===== src/rtl/branch_pkg.sv =====
// Shared types and helpers for the branch redirect controller.
// FSM state encoding, BHT reset value, PC step and 2-bit saturating counter math.
package branch_pkg;

  typedef enum logic [1:0] {
    IDLE     = 2'd0,
    REDIRECT = 2'd1,
    FLUSH    = 2'd2
  } state_e;

  localparam logic [1:0]  BHT_RESET = 2'b01;
  localparam logic [31:0] PC_STEP   = 32'd4;

  function automatic logic [1:0] sat_inc(input logic [1:0] ctr);
    if (ctr == 2'b11) begin
      return 2'b11;
    end else begin
      return ctr + 2'b01;
    end
  endfunction

  function automatic logic [1:0] sat_dec(input logic [1:0] ctr);
    if (ctr == 2'b00) begin
      return 2'b00;
    end else begin
      return ctr - 2'b01;
    end
  endfunction

endpackage


===== src/rtl/branch_redirect_ctrl_if.sv =====
// EX-stage resolution / fetch redirect bundle of the branch redirect controller.
// master = branch unit + fetch side, slave = branch_redirect_ctrl.
interface branch_redirect_ctrl_if #(
  parameter int XLEN = 32
);
  logic            stall;
  logic            ex_valid;
  logic            ex_is_branch;
  logic            ex_is_jump;
  logic            ex_br_taken;
  logic            ex_pred_taken;
  logic [XLEN-1:0] ex_pc;
  logic [XLEN-1:0] ex_target;
  logic [XLEN-1:0] if_pc;
  logic            pred_taken;
  logic            redirect_valid;
  logic [XLEN-1:0] redirect_pc;
  logic            flush_if_id;
  logic            flush_id_ex;
  logic            busy;

  modport master (
    output stall, ex_valid, ex_is_branch, ex_is_jump, ex_br_taken,
           ex_pred_taken, ex_pc, ex_target, if_pc,
    input  pred_taken, redirect_valid, redirect_pc, flush_if_id,
           flush_id_ex, busy
  );

  modport slave (
    input  stall, ex_valid, ex_is_branch, ex_is_jump, ex_br_taken,
           ex_pred_taken, ex_pc, ex_target, if_pc,
    output pred_taken, redirect_valid, redirect_pc, flush_if_id,
           flush_id_ex, busy
  );
endinterface


===== src/rtl/bht_2bit.sv =====
// Branch history table of 2-bit saturating counters, one lookup and one update port.
// A same-cycle lookup of the index being updated sees the pre-update counter.
module bht_2bit
  import branch_pkg::*;
#(
  parameter int IDX_W = 4
) (
  input  logic             clk,
  input  logic             rst_n,
  input  logic [IDX_W-1:0] lookup_idx,
  output logic [1:0]       lookup_ctr,
  input  logic             upd_en,
  input  logic [IDX_W-1:0] upd_idx,
  input  logic             upd_taken
);

  localparam int ENTRIES = 1 << IDX_W;

  logic [1:0] ctr_r [ENTRIES];

  // Counter array: reset to weakly not-taken, train on resolved conditional branches.
  always_ff @(posedge clk or negedge rst_n) begin
    if (!rst_n) begin
      for (int i = 0; i < ENTRIES; i++) begin
        ctr_r[i] <= BHT_RESET;
      end
    end else if (upd_en) begin
      ctr_r[upd_idx] <= upd_taken ? sat_inc(ctr_r[upd_idx]) : sat_dec(ctr_r[upd_idx]);
    end else begin
      ctr_r <= ctr_r;
    end
  end

  assign lookup_ctr = ctr_r[lookup_idx];

endmodule


===== src/rtl/branch_redirect_ctrl.sv =====
// Branch resolution sequencer: mispredict detection, PC redirect and pipeline flush.
// Define BRANCH_PRED_EN to add a 2-bit BHT; otherwise prediction is static not-taken.
module branch_redirect_ctrl
  import branch_pkg::*;
#(
  parameter int XLEN         = 32,
  parameter int BHT_IDX_W    = 4,
  parameter int FLUSH_CYCLES = 2
) (
  input  logic                  clk,
  input  logic                  rst_n,
  branch_redirect_ctrl_if.slave bus
);

  localparam int CNT_W = (FLUSH_CYCLES > 1) ? $clog2(FLUSH_CYCLES) : 1;

  state_e          state_r;
  logic [CNT_W-1:0] cnt_r;
  logic            actual_s;
  logic            mispredict_s;
  logic            accept_s;
  logic [XLEN-1:0] correct_pc_s;

  // A jump wins over a simultaneously flagged branch.
  assign actual_s     = bus.ex_is_jump | (bus.ex_is_branch & bus.ex_br_taken);
  assign mispredict_s = bus.ex_valid & (bus.ex_is_branch | bus.ex_is_jump) &
                        (actual_s != bus.ex_pred_taken);
  assign accept_s     = (state_r == IDLE) & bus.ex_valid & ~bus.stall;
  assign correct_pc_s = actual_s ? bus.ex_target : bus.ex_pc + XLEN'(PC_STEP);

`ifdef BRANCH_PRED_EN
  logic [1:0] pred_ctr_s;
  logic       unused_s;

  bht_2bit #(
    .IDX_W (BHT_IDX_W)
  ) u_bht (
    .clk        (clk),
    .rst_n      (rst_n),
    .lookup_idx (bus.if_pc[BHT_IDX_W+1:2]),
    .lookup_ctr (pred_ctr_s),
    .upd_en     (accept_s & bus.ex_is_branch & ~bus.ex_is_jump),
    .upd_idx    (bus.ex_pc[BHT_IDX_W+1:2]),
    .upd_taken  (bus.ex_br_taken)
  );

  assign bus.pred_taken = pred_ctr_s[1];
  assign unused_s       = ^{bus.if_pc, bus.ex_pc, pred_ctr_s};
`else
  logic unused_s;

  assign bus.pred_taken = 1'b0;
  assign unused_s       = ^bus.if_pc;
`endif

  // Redirect/flush sequencer; all outputs registered and held while stalled.
  always_ff @(posedge clk or negedge rst_n) begin
    if (!rst_n) begin
      state_r            <= IDLE;
      cnt_r              <= {CNT_W{1'b0}};
      bus.redirect_valid <= 1'b0;
      bus.redirect_pc    <= {XLEN{1'b0}};
      bus.flush_if_id    <= 1'b0;
      bus.flush_id_ex    <= 1'b0;
      bus.busy           <= 1'b0;
    end else begin
      case (state_r)
        IDLE: begin
          if (accept_s && mispredict_s) begin
            state_r            <= REDIRECT;
            bus.redirect_pc    <= correct_pc_s;
            bus.redirect_valid <= 1'b1;
            bus.flush_if_id    <= 1'b1;
            bus.flush_id_ex    <= 1'b1;
            bus.busy           <= 1'b1;
          end else begin
            state_r <= IDLE;
          end
        end
        REDIRECT: begin
          if (bus.stall) begin
            state_r <= REDIRECT;
          end else if (FLUSH_CYCLES == 1) begin
            state_r            <= IDLE;
            bus.redirect_valid <= 1'b0;
            bus.flush_if_id    <= 1'b0;
            bus.flush_id_ex    <= 1'b0;
            bus.busy           <= 1'b0;
          end else begin
            state_r            <= FLUSH;
            cnt_r              <= CNT_W'(FLUSH_CYCLES - 1);
            bus.redirect_valid <= 1'b0;
            bus.flush_id_ex    <= 1'b0;
          end
        end
        FLUSH: begin
          if (bus.stall) begin
            state_r <= FLUSH;
          end else if (cnt_r == {CNT_W{1'b0}}) begin
            state_r         <= IDLE;
            bus.flush_if_id <= 1'b0;
            bus.busy        <= 1'b0;
          end else begin
            cnt_r <= cnt_r - {{(CNT_W-1){1'b0}}, 1'b1};
          end
        end
        default: begin
          state_r            <= IDLE;
          cnt_r              <= {CNT_W{1'b0}};
          bus.redirect_valid <= 1'b0;
          bus.flush_if_id    <= 1'b0;
          bus.flush_id_ex    <= 1'b0;
          bus.busy           <= 1'b0;
        end
      endcase
    end
  end

endmodule


===== src/flat_wrapper.sv =====
// flat-port wrapper written by rule: the top's interface ports become plain ports
module branch_redirect_ctrl_flat import branch_pkg::*;
#(
  parameter int XLEN         = 32,
  parameter int BHT_IDX_W    = 4,
  parameter int FLUSH_CYCLES = 2
)
  (clk, rst_n, bus_stall, bus_ex_valid, bus_ex_is_branch, bus_ex_is_jump, bus_ex_br_taken, bus_ex_pred_taken, bus_ex_pc, bus_ex_target, bus_if_pc, bus_pred_taken, bus_redirect_valid, bus_redirect_pc, bus_flush_if_id, bus_flush_id_ex, bus_busy);
  branch_redirect_ctrl_if #(.XLEN(XLEN)) bus_i ();
  input  logic clk;
  input  logic rst_n;
  input wire logic [$bits(bus_i.stall)-1:0] bus_stall;
  input wire logic [$bits(bus_i.ex_valid)-1:0] bus_ex_valid;
  input wire logic [$bits(bus_i.ex_is_branch)-1:0] bus_ex_is_branch;
  input wire logic [$bits(bus_i.ex_is_jump)-1:0] bus_ex_is_jump;
  input wire logic [$bits(bus_i.ex_br_taken)-1:0] bus_ex_br_taken;
  input wire logic [$bits(bus_i.ex_pred_taken)-1:0] bus_ex_pred_taken;
  input wire logic [$bits(bus_i.ex_pc)-1:0] bus_ex_pc;
  input wire logic [$bits(bus_i.ex_target)-1:0] bus_ex_target;
  input wire logic [$bits(bus_i.if_pc)-1:0] bus_if_pc;
  output wire logic [$bits(bus_i.pred_taken)-1:0] bus_pred_taken;
  output wire logic [$bits(bus_i.redirect_valid)-1:0] bus_redirect_valid;
  output wire logic [$bits(bus_i.redirect_pc)-1:0] bus_redirect_pc;
  output wire logic [$bits(bus_i.flush_if_id)-1:0] bus_flush_if_id;
  output wire logic [$bits(bus_i.flush_id_ex)-1:0] bus_flush_id_ex;
  output wire logic [$bits(bus_i.busy)-1:0] bus_busy;
  assign bus_i.stall = bus_stall;
  assign bus_i.ex_valid = bus_ex_valid;
  assign bus_i.ex_is_branch = bus_ex_is_branch;
  assign bus_i.ex_is_jump = bus_ex_is_jump;
  assign bus_i.ex_br_taken = bus_ex_br_taken;
  assign bus_i.ex_pred_taken = bus_ex_pred_taken;
  assign bus_i.ex_pc = bus_ex_pc;
  assign bus_i.ex_target = bus_ex_target;
  assign bus_i.if_pc = bus_if_pc;
  assign bus_pred_taken = bus_i.pred_taken;
  assign bus_redirect_valid = bus_i.redirect_valid;
  assign bus_redirect_pc = bus_i.redirect_pc;
  assign bus_flush_if_id = bus_i.flush_if_id;
  assign bus_flush_id_ex = bus_i.flush_id_ex;
  assign bus_busy = bus_i.busy;
  branch_redirect_ctrl #(.XLEN(XLEN), .BHT_IDX_W(BHT_IDX_W), .FLUSH_CYCLES(FLUSH_CYCLES)) u_core (.clk(clk), .rst_n(rst_n), .bus(bus_i));
endmodule

===== config.mk =====
export PLATFORM = sky130hd
export DESIGN_NAME = branch_redirect_ctrl_flat
export DESIGN_NICKNAME = d
export VERILOG_FILES = /design/src/rtl/branch_pkg.sv /design/src/rtl/branch_redirect_ctrl_if.sv /design/src/rtl/bht_2bit.sv /design/src/rtl/branch_redirect_ctrl.sv /design/src/flat_wrapper.sv
export SDC_FILE = /design/constraint.sdc
export NUM_CORES = 1
export LEC_CHECK = 0
export ABC_AREA = 0
export CAP_MARGIN = 20
export CORE_MARGIN = 5
export CORE_UTILIZATION = 42
export CTS_BUF_LIST = sky130_fd_sc_hd__clkbuf_8
export CTS_CLUSTER_SIZE = 14
export DETAILED_ROUTE_END_ITERATION = 12
export PLACE_DENSITY = 0.85
export SYNTH_ARGS = -nofsm -noshare
export SYNTH_HDL_FRONTEND = slang
export SYNTH_SLANG_ARGS = --single-unit

===== constraint.sdc =====
create_clock -name clk -period 5 [get_ports clk]
set_input_delay 0.75 -clock clk [delete_from_list [all_inputs] [get_ports clk]]
set_output_delay 0.75 -clock clk [all_outputs]
set_load 0.05 [all_outputs]

* After elaboration in Yosys (flattened, before gate mapping) *
Cells that the tools add are included.

word-level totals
  output and inout port bits = 37
  memories = 0
  memory bits (read-only) = 0
  bits in writable memories = 0
  logic and storage cells = 48
  bits of input ports = 104
  bits in latches = 0
  bits in registers = 37

cells by class
  shift operators = 0
  multiply operators = 0
  equality and inequality tests = 8
  order comparisons = 0
  divide/modulo/power cells = 0
  add/sub/neg operators = 2
  mux-type cells = 16
  reductions and logical operators = 6
  bitwise gates (word level) = 11

operator list
  kind                                           number
  adder 32 x 3 -> 32 bit, second input constant  1
  two-way mux 32 bit                             1
  one-hot mux 1 bit (3 select lines)             3
  two-way mux 1 bit                              8
  != test 2 bit, second input constant           4
  two-way mux 2 bit                              3
  one-hot mux 2 bit (3 select lines)             1
  AND reduction 3 bit                            2
  AND 1 bit                                      5
  inverter 1 bit                                 4
  AND reduction 4 bit                            1
  != test 3 bit, second input constant           1
  == test 2 x 1 -> 1 bit, second input constant  1
  == test 2 bit, second input constant           1
  logical NOT 2 bit                              1
  OR 1 bit                                       2
  AND reduction 2 bit                            1
  logical AND 1 bit                              1
  != test 1 bit                                  1
  subtractor 1 bit, second input constant        1

* Logic depth before layout (Yosys ltp) *
  word-level depth = 7
  depth in mapped cells = 8
  gate-level depth less buffers = 6

* Worst setup path before layout *
Ideal clock, no wire load.

  kind = input to register
  start point = input bus_ex_br_taken
  end point = register u_core.bus.redirect_pc[20]
  data arrival time = 2.209 ns
  cell stages on the path = 6
  buffers on the path = 2
  setup time = 0.122 ns
  slack = 2.670 ns
  data required time = 4.878 ns
  path through = a21oi_1 o211ai_1 a21o_1 clkbuf_1 clkbuf_1 a32o_1

on the way
  cells in the longest elaborated chain, start to end = 6
  elaborated cells between the ends (all ways) = 7
  classes of those cells = eq/ne (1); mux (1); bitwise (3); reduce/logical (2)

RTL lines
  what                                  RTL line                       RTL
  start, declared                       flat_wrapper.sv:16             input wire logic [$bits(bus_i.ex_br_taken)-1:0] bus_ex_br_taken;
  AND 1 bit *                           branch_redirect_ctrl.sv:25     assign actual_s = bus.ex_is_jump | (bus.ex_is_branch & bus.ex_br_taken);
  OR 1 bit *                            branch_redirect_ctrl.sv:25
  != test 1 bit                         branch_redirect_ctrl.sv:27     (actual_s != bus.ex_pred_taken);
  AND 1 bit                             branch_redirect_ctrl.sv:26     assign mispredict_s = bus.ex_valid & (bus.ex_is_branch | bus.ex_is_jump) &
  logical AND 1 bit                     branch_redirect_ctrl.sv:69     if (accept_s && mispredict_s) begin
  AND reduction 2 bit (no source line)  n/a
  end signal, assigned                  branch_redirect_ctrl.sv:62     bus.redirect_pc <= {XLEN{1'b0}};
  end signal, assigned                  branch_redirect_ctrl.sv:71     bus.redirect_pc <= correct_pc_s;
  end, declared                         branch_redirect_ctrl_if.sv:32  output pred_taken, redirect_valid, redirect_pc, flush_if_id,

Mark *: on every way between the ends. The rest lies on a longest branch, timed or not.
A chain may end at the register's enable or synchronous reset.

* Final worst setup path *
  start point = input bus_stall
  end point = register u_core.bus.redirect_pc[14]

on the way
  cells in the longest elaborated chain, start to end = 4

RTL lines
  what                                  RTL line                    RTL
  start, declared                       flat_wrapper.sv:12          input wire logic [$bits(bus_i.stall)-1:0] bus_stall;
  inverter 1 bit                        branch_redirect_ctrl.sv:28  assign accept_s = (state_r == IDLE) & bus.ex_valid & ~bus.stall;
  AND 1 bit                             branch_redirect_ctrl.sv:28
  logical AND 1 bit                     branch_redirect_ctrl.sv:69
  AND reduction 2 bit (no source line)  n/a

No other way between the ends.

==> flow_metrics.py <==
metrics = {
    "logic_synthesis": {
        "yosys_warnings": 0,
        "synth-simple-area-share": 0.246,
        "netlist_instances": 288,
        "synth_largest_area_cell": "dfrtp_1",
        "synth_cell_types": 44,
        "synth_top_area_frac": 0.385,
        "syn_avg_cell_area_sq_um": 8.35,
        "yosysSeqAreaShare": 0.385,
        "synth-seq-cells": 37,
        "syn-num-nets": 393,
        "synth_fa_ha_area_frac": 0.00520,
        "synth_area_leaders": "dfrtp_1, nand2_1, xor2_1, nand3_1, xnor2_1",
        "synth_mux_area_frac": 0.0208,
        "synth_compound_area_frac": 0.213,
        "syn_area_sq_um": 2400,
        "synth_top_family_by_area": "simple AND/OR/NAND/NOR gates",
        "synth_xor_area_frac": 0.0874,
    },
    "timing": {
        "rsz0062_at_grt": "false",
        "period_share": 0.573,
        "setup_viol": 0,
        "worst_hold_slack_ns": 0.486,
        "final-hold-violation-count": 0,
        "worst_slew_pin_slew_ns": 0.868,
        "setup_tns_ns": 0,
        "fmax_mhz": 349,
        "max_slew_margin": 0.416,
        "slew_viol_final": 0,
        "skew_ns": 0.00432,
        "min_period_ns": 2.86,
    },
    "pwr": {
        "p_leak_nw": 1.44,
        "peakVddDrop_uv": 264,
        "powerDensity_nw_per_um2": 539,
    },
    "worst_setup_path": {
        "crit_slowest_cell": "or4b_1",
        "end_kind": "flop",
        "cp.arrival_ns": 3.04,
        "max_stage_delay_ns": 0.59,
        "path_cells": "clkdlybuf4s50_1 > or4b_1 > nor2_1 > nand3_1 > o22ai_1 > a21oi_1",
        "path_max_fanout": 12,
        "worst-path-buf-inv": 1,
        "cpLargestDelayFamily": "simple AND/OR/NAND/NOR gates",
        "startpoint_type": "primary input",
        "critPathKind": "primary input to flop",
        "cp.required_ns": 5.18,
    },
    "finish": {
        "final_util": 0.657,
        "diodes": 0,
        "layout-drive-gt1-share": 0.0465,
        "multiInputGateArea_sq_um": 1390,
        "fin_cells": 459,
        "fillers": 452,
        "final_common_cell": "clkdlybuf4s50_1",
        "area_growth_pct": 51.3,
        "nets": 491,
        "final_cell_mix": "clkdlybuf4s50_1, nand2_1, dfrtp_1, nor2_1, nand3_1",
        "regArea_sq_um": 926,
    },
    "place": {
        "dpl.hpwl_microns": 5850,
        "portBuffers": 107,
        "place_congestion": 0.907,
        "place_inst": 451,
    },
    "floorplan": {
        "fp-row-count": 27,
        "initial_utilization": 0.434,
        "die-area_sq_um": 7340,
        "core_sq_um": 5540,
        "fp.dieH_microns": 85.7,
        "fp.dieW_microns": 85.7,
        "pin_count": 141,
    },
    "global_routing": {
        "grt_pass1_wl_microns": 12700,
        "antenna_found_initial": 0,
        "met1_usage": 0.269,
        "top_usage_layer": "met2",
        "grt-ovfl-total": 0,
        "grt_max_degree": 38,
        "met3_usage": 0.0317,
        "grt_pass1_vias": 2533,
        "grt_usage": 0.216,
        "gr-usage-met2": 0.374,
    },
    "detailed_routing": {
        "ant_nets": 0,
        "initialDrtViolationCount": 170,
        "first_pass_iters": 4,
        "post_drt_wl_per_cell_microns": 17.0,
        "vias": 2582,
        "wl_microns": 7800,
        "viasPerCell": 5.63,
        "drcViolationCount": 0,
    },
    "clock_tree": {
        "clkLatencyLatePin_ns": 0.29,
        "clk_pin_slew_ns": 0.08,
        "cts_buffer_depth": 2,
        "cts_tree": "done",
        "post_cts_resized": 0,
        "cts.htree.levels": 2,
        "cts_sinks": 37,
        "cts_buffers": 5,
        "postCtsSetupRepairBufs": 0,
        "cts-hold-fix-buffers": 0,
        "cts-root-buf": "clkbuf_8",
    },
    "worst_hold_path": {
        "hold_class": "flop to flop",
    },
    "run_status": {
        "status": "finished, final reports clean",
    },
    "job": {
        "maxCapViolations": 0,
    },
}
-- worst paths after layout --
path,start,end,slack (ns),cells past startpoint
min reg2reg,u_core.bus.redirect_pc[10],u_core.bus.redirect_pc[10],0.49,2
max in group asynchronous,rst_n,u_core.bus.redirect_pc[15],3.88,1
max reg2reg,u_core.state_r[0],u_core.bus.redirect_pc[14],2.61,5
max,bus_stall,u_core.bus.redirect_pc[14],2.14,6
min,u_core.bus.redirect_pc[10],u_core.bus.redirect_pc[10],0.49,2
min in group asynchronous,rst_n,u_core.bus.redirect_pc[20],0.57,1
-- Yosys cell counts --
master      n
nand2_1    46
dfrtp_1    37
nor2_1     22
nand3_1    19
clkbuf_1   15
o21ai_0    15
a21oi_1    14
xor2_1     14
a22oi_1    10
xnor2_1    10
o221ai_1    9
nor3_1      8
and3_1      6
o22ai_1     6
mux2i_1     5
a22o_1      4
inv_1       4
nor4_1      4
o21ai_1     4
o31ai_1     4
buf_4       3
nand4_1     3
a21o_1      2
a32o_1      2
and4_1      2
or3_1       2
a211oi_1    1
a221o_1     1
a2bb2oi_1   1
a2bb2oi_2   1
buf_1       1
conb_1      1
ha_1        1
nand3b_1    1
nand4_4     1
nor2b_1     1
nor3_2      1
nor4_2      1
nor4b_1     1
o211ai_1    1
o21a_1      1
or2_2       1
or4_1       1
or4b_1      1
-- cell families after synthesis --
logic type | Yosys count
buf+inv | 23
mux | 5
compound gates | 76
flops | 37
other cells | 1
simple gates | 121
xor+xnor | 24
fa+ha+maj | 1
-- flip-flops by register name, indices dropped and copies added, names as in the netlist --
signal / cells
u_core.bus.redirect_pc: 32
u_core.state_r: 2
u_core.bus.flush_if_id: 1
u_core.bus.redirect_valid: 1
u_core.cnt_r: 1
-- tightest hold or removal path: stages (launching register included) --
cell     delay, ns
dfrtp_1       0.35
nand2_1       0.05
o31ai_1       0.06
-- area by class of cell --
type	instances	area share
clock inverters	3	0.0179
inverters	4	0.00413
flip-flops and latches	37	0.254
clock buffers	5	0.0189
multi-input cells	228	0.381
well taps	72	0.0248
repair buffers	110	0.299
-- report_power, final --
group	total [mW]	internal, mW	leakage [nW]	switching [mW]
Combinational	1.11	0.393	0.928	0.720
Sequential	0.533	0.439	0.442	0.0946
Clock	0.314	0.198	0.0681	0.115
-- layer usage --
layer,routed length (microns),share of wire
met5,0,0
met4,232,0.030
met3,326,0.042
met2,3920,0.50
met1,3320,0.43
-- per-stage QoR --
stage | setup slack [ns] | area, sq um | power, mW
after floorplan | 2.67 | 2400 | 1.24
after global placement | 1.92 | 3500 | 1.63
after detailed placement | 1.90 | 3500 | 1.66
after CTS | 2.20 | 3640 | 1.97
after global routing | 1.92 | 3640 | 2.06
final | 2.14 | 3640 | 1.96
Power figures use the tool's default switching activity.
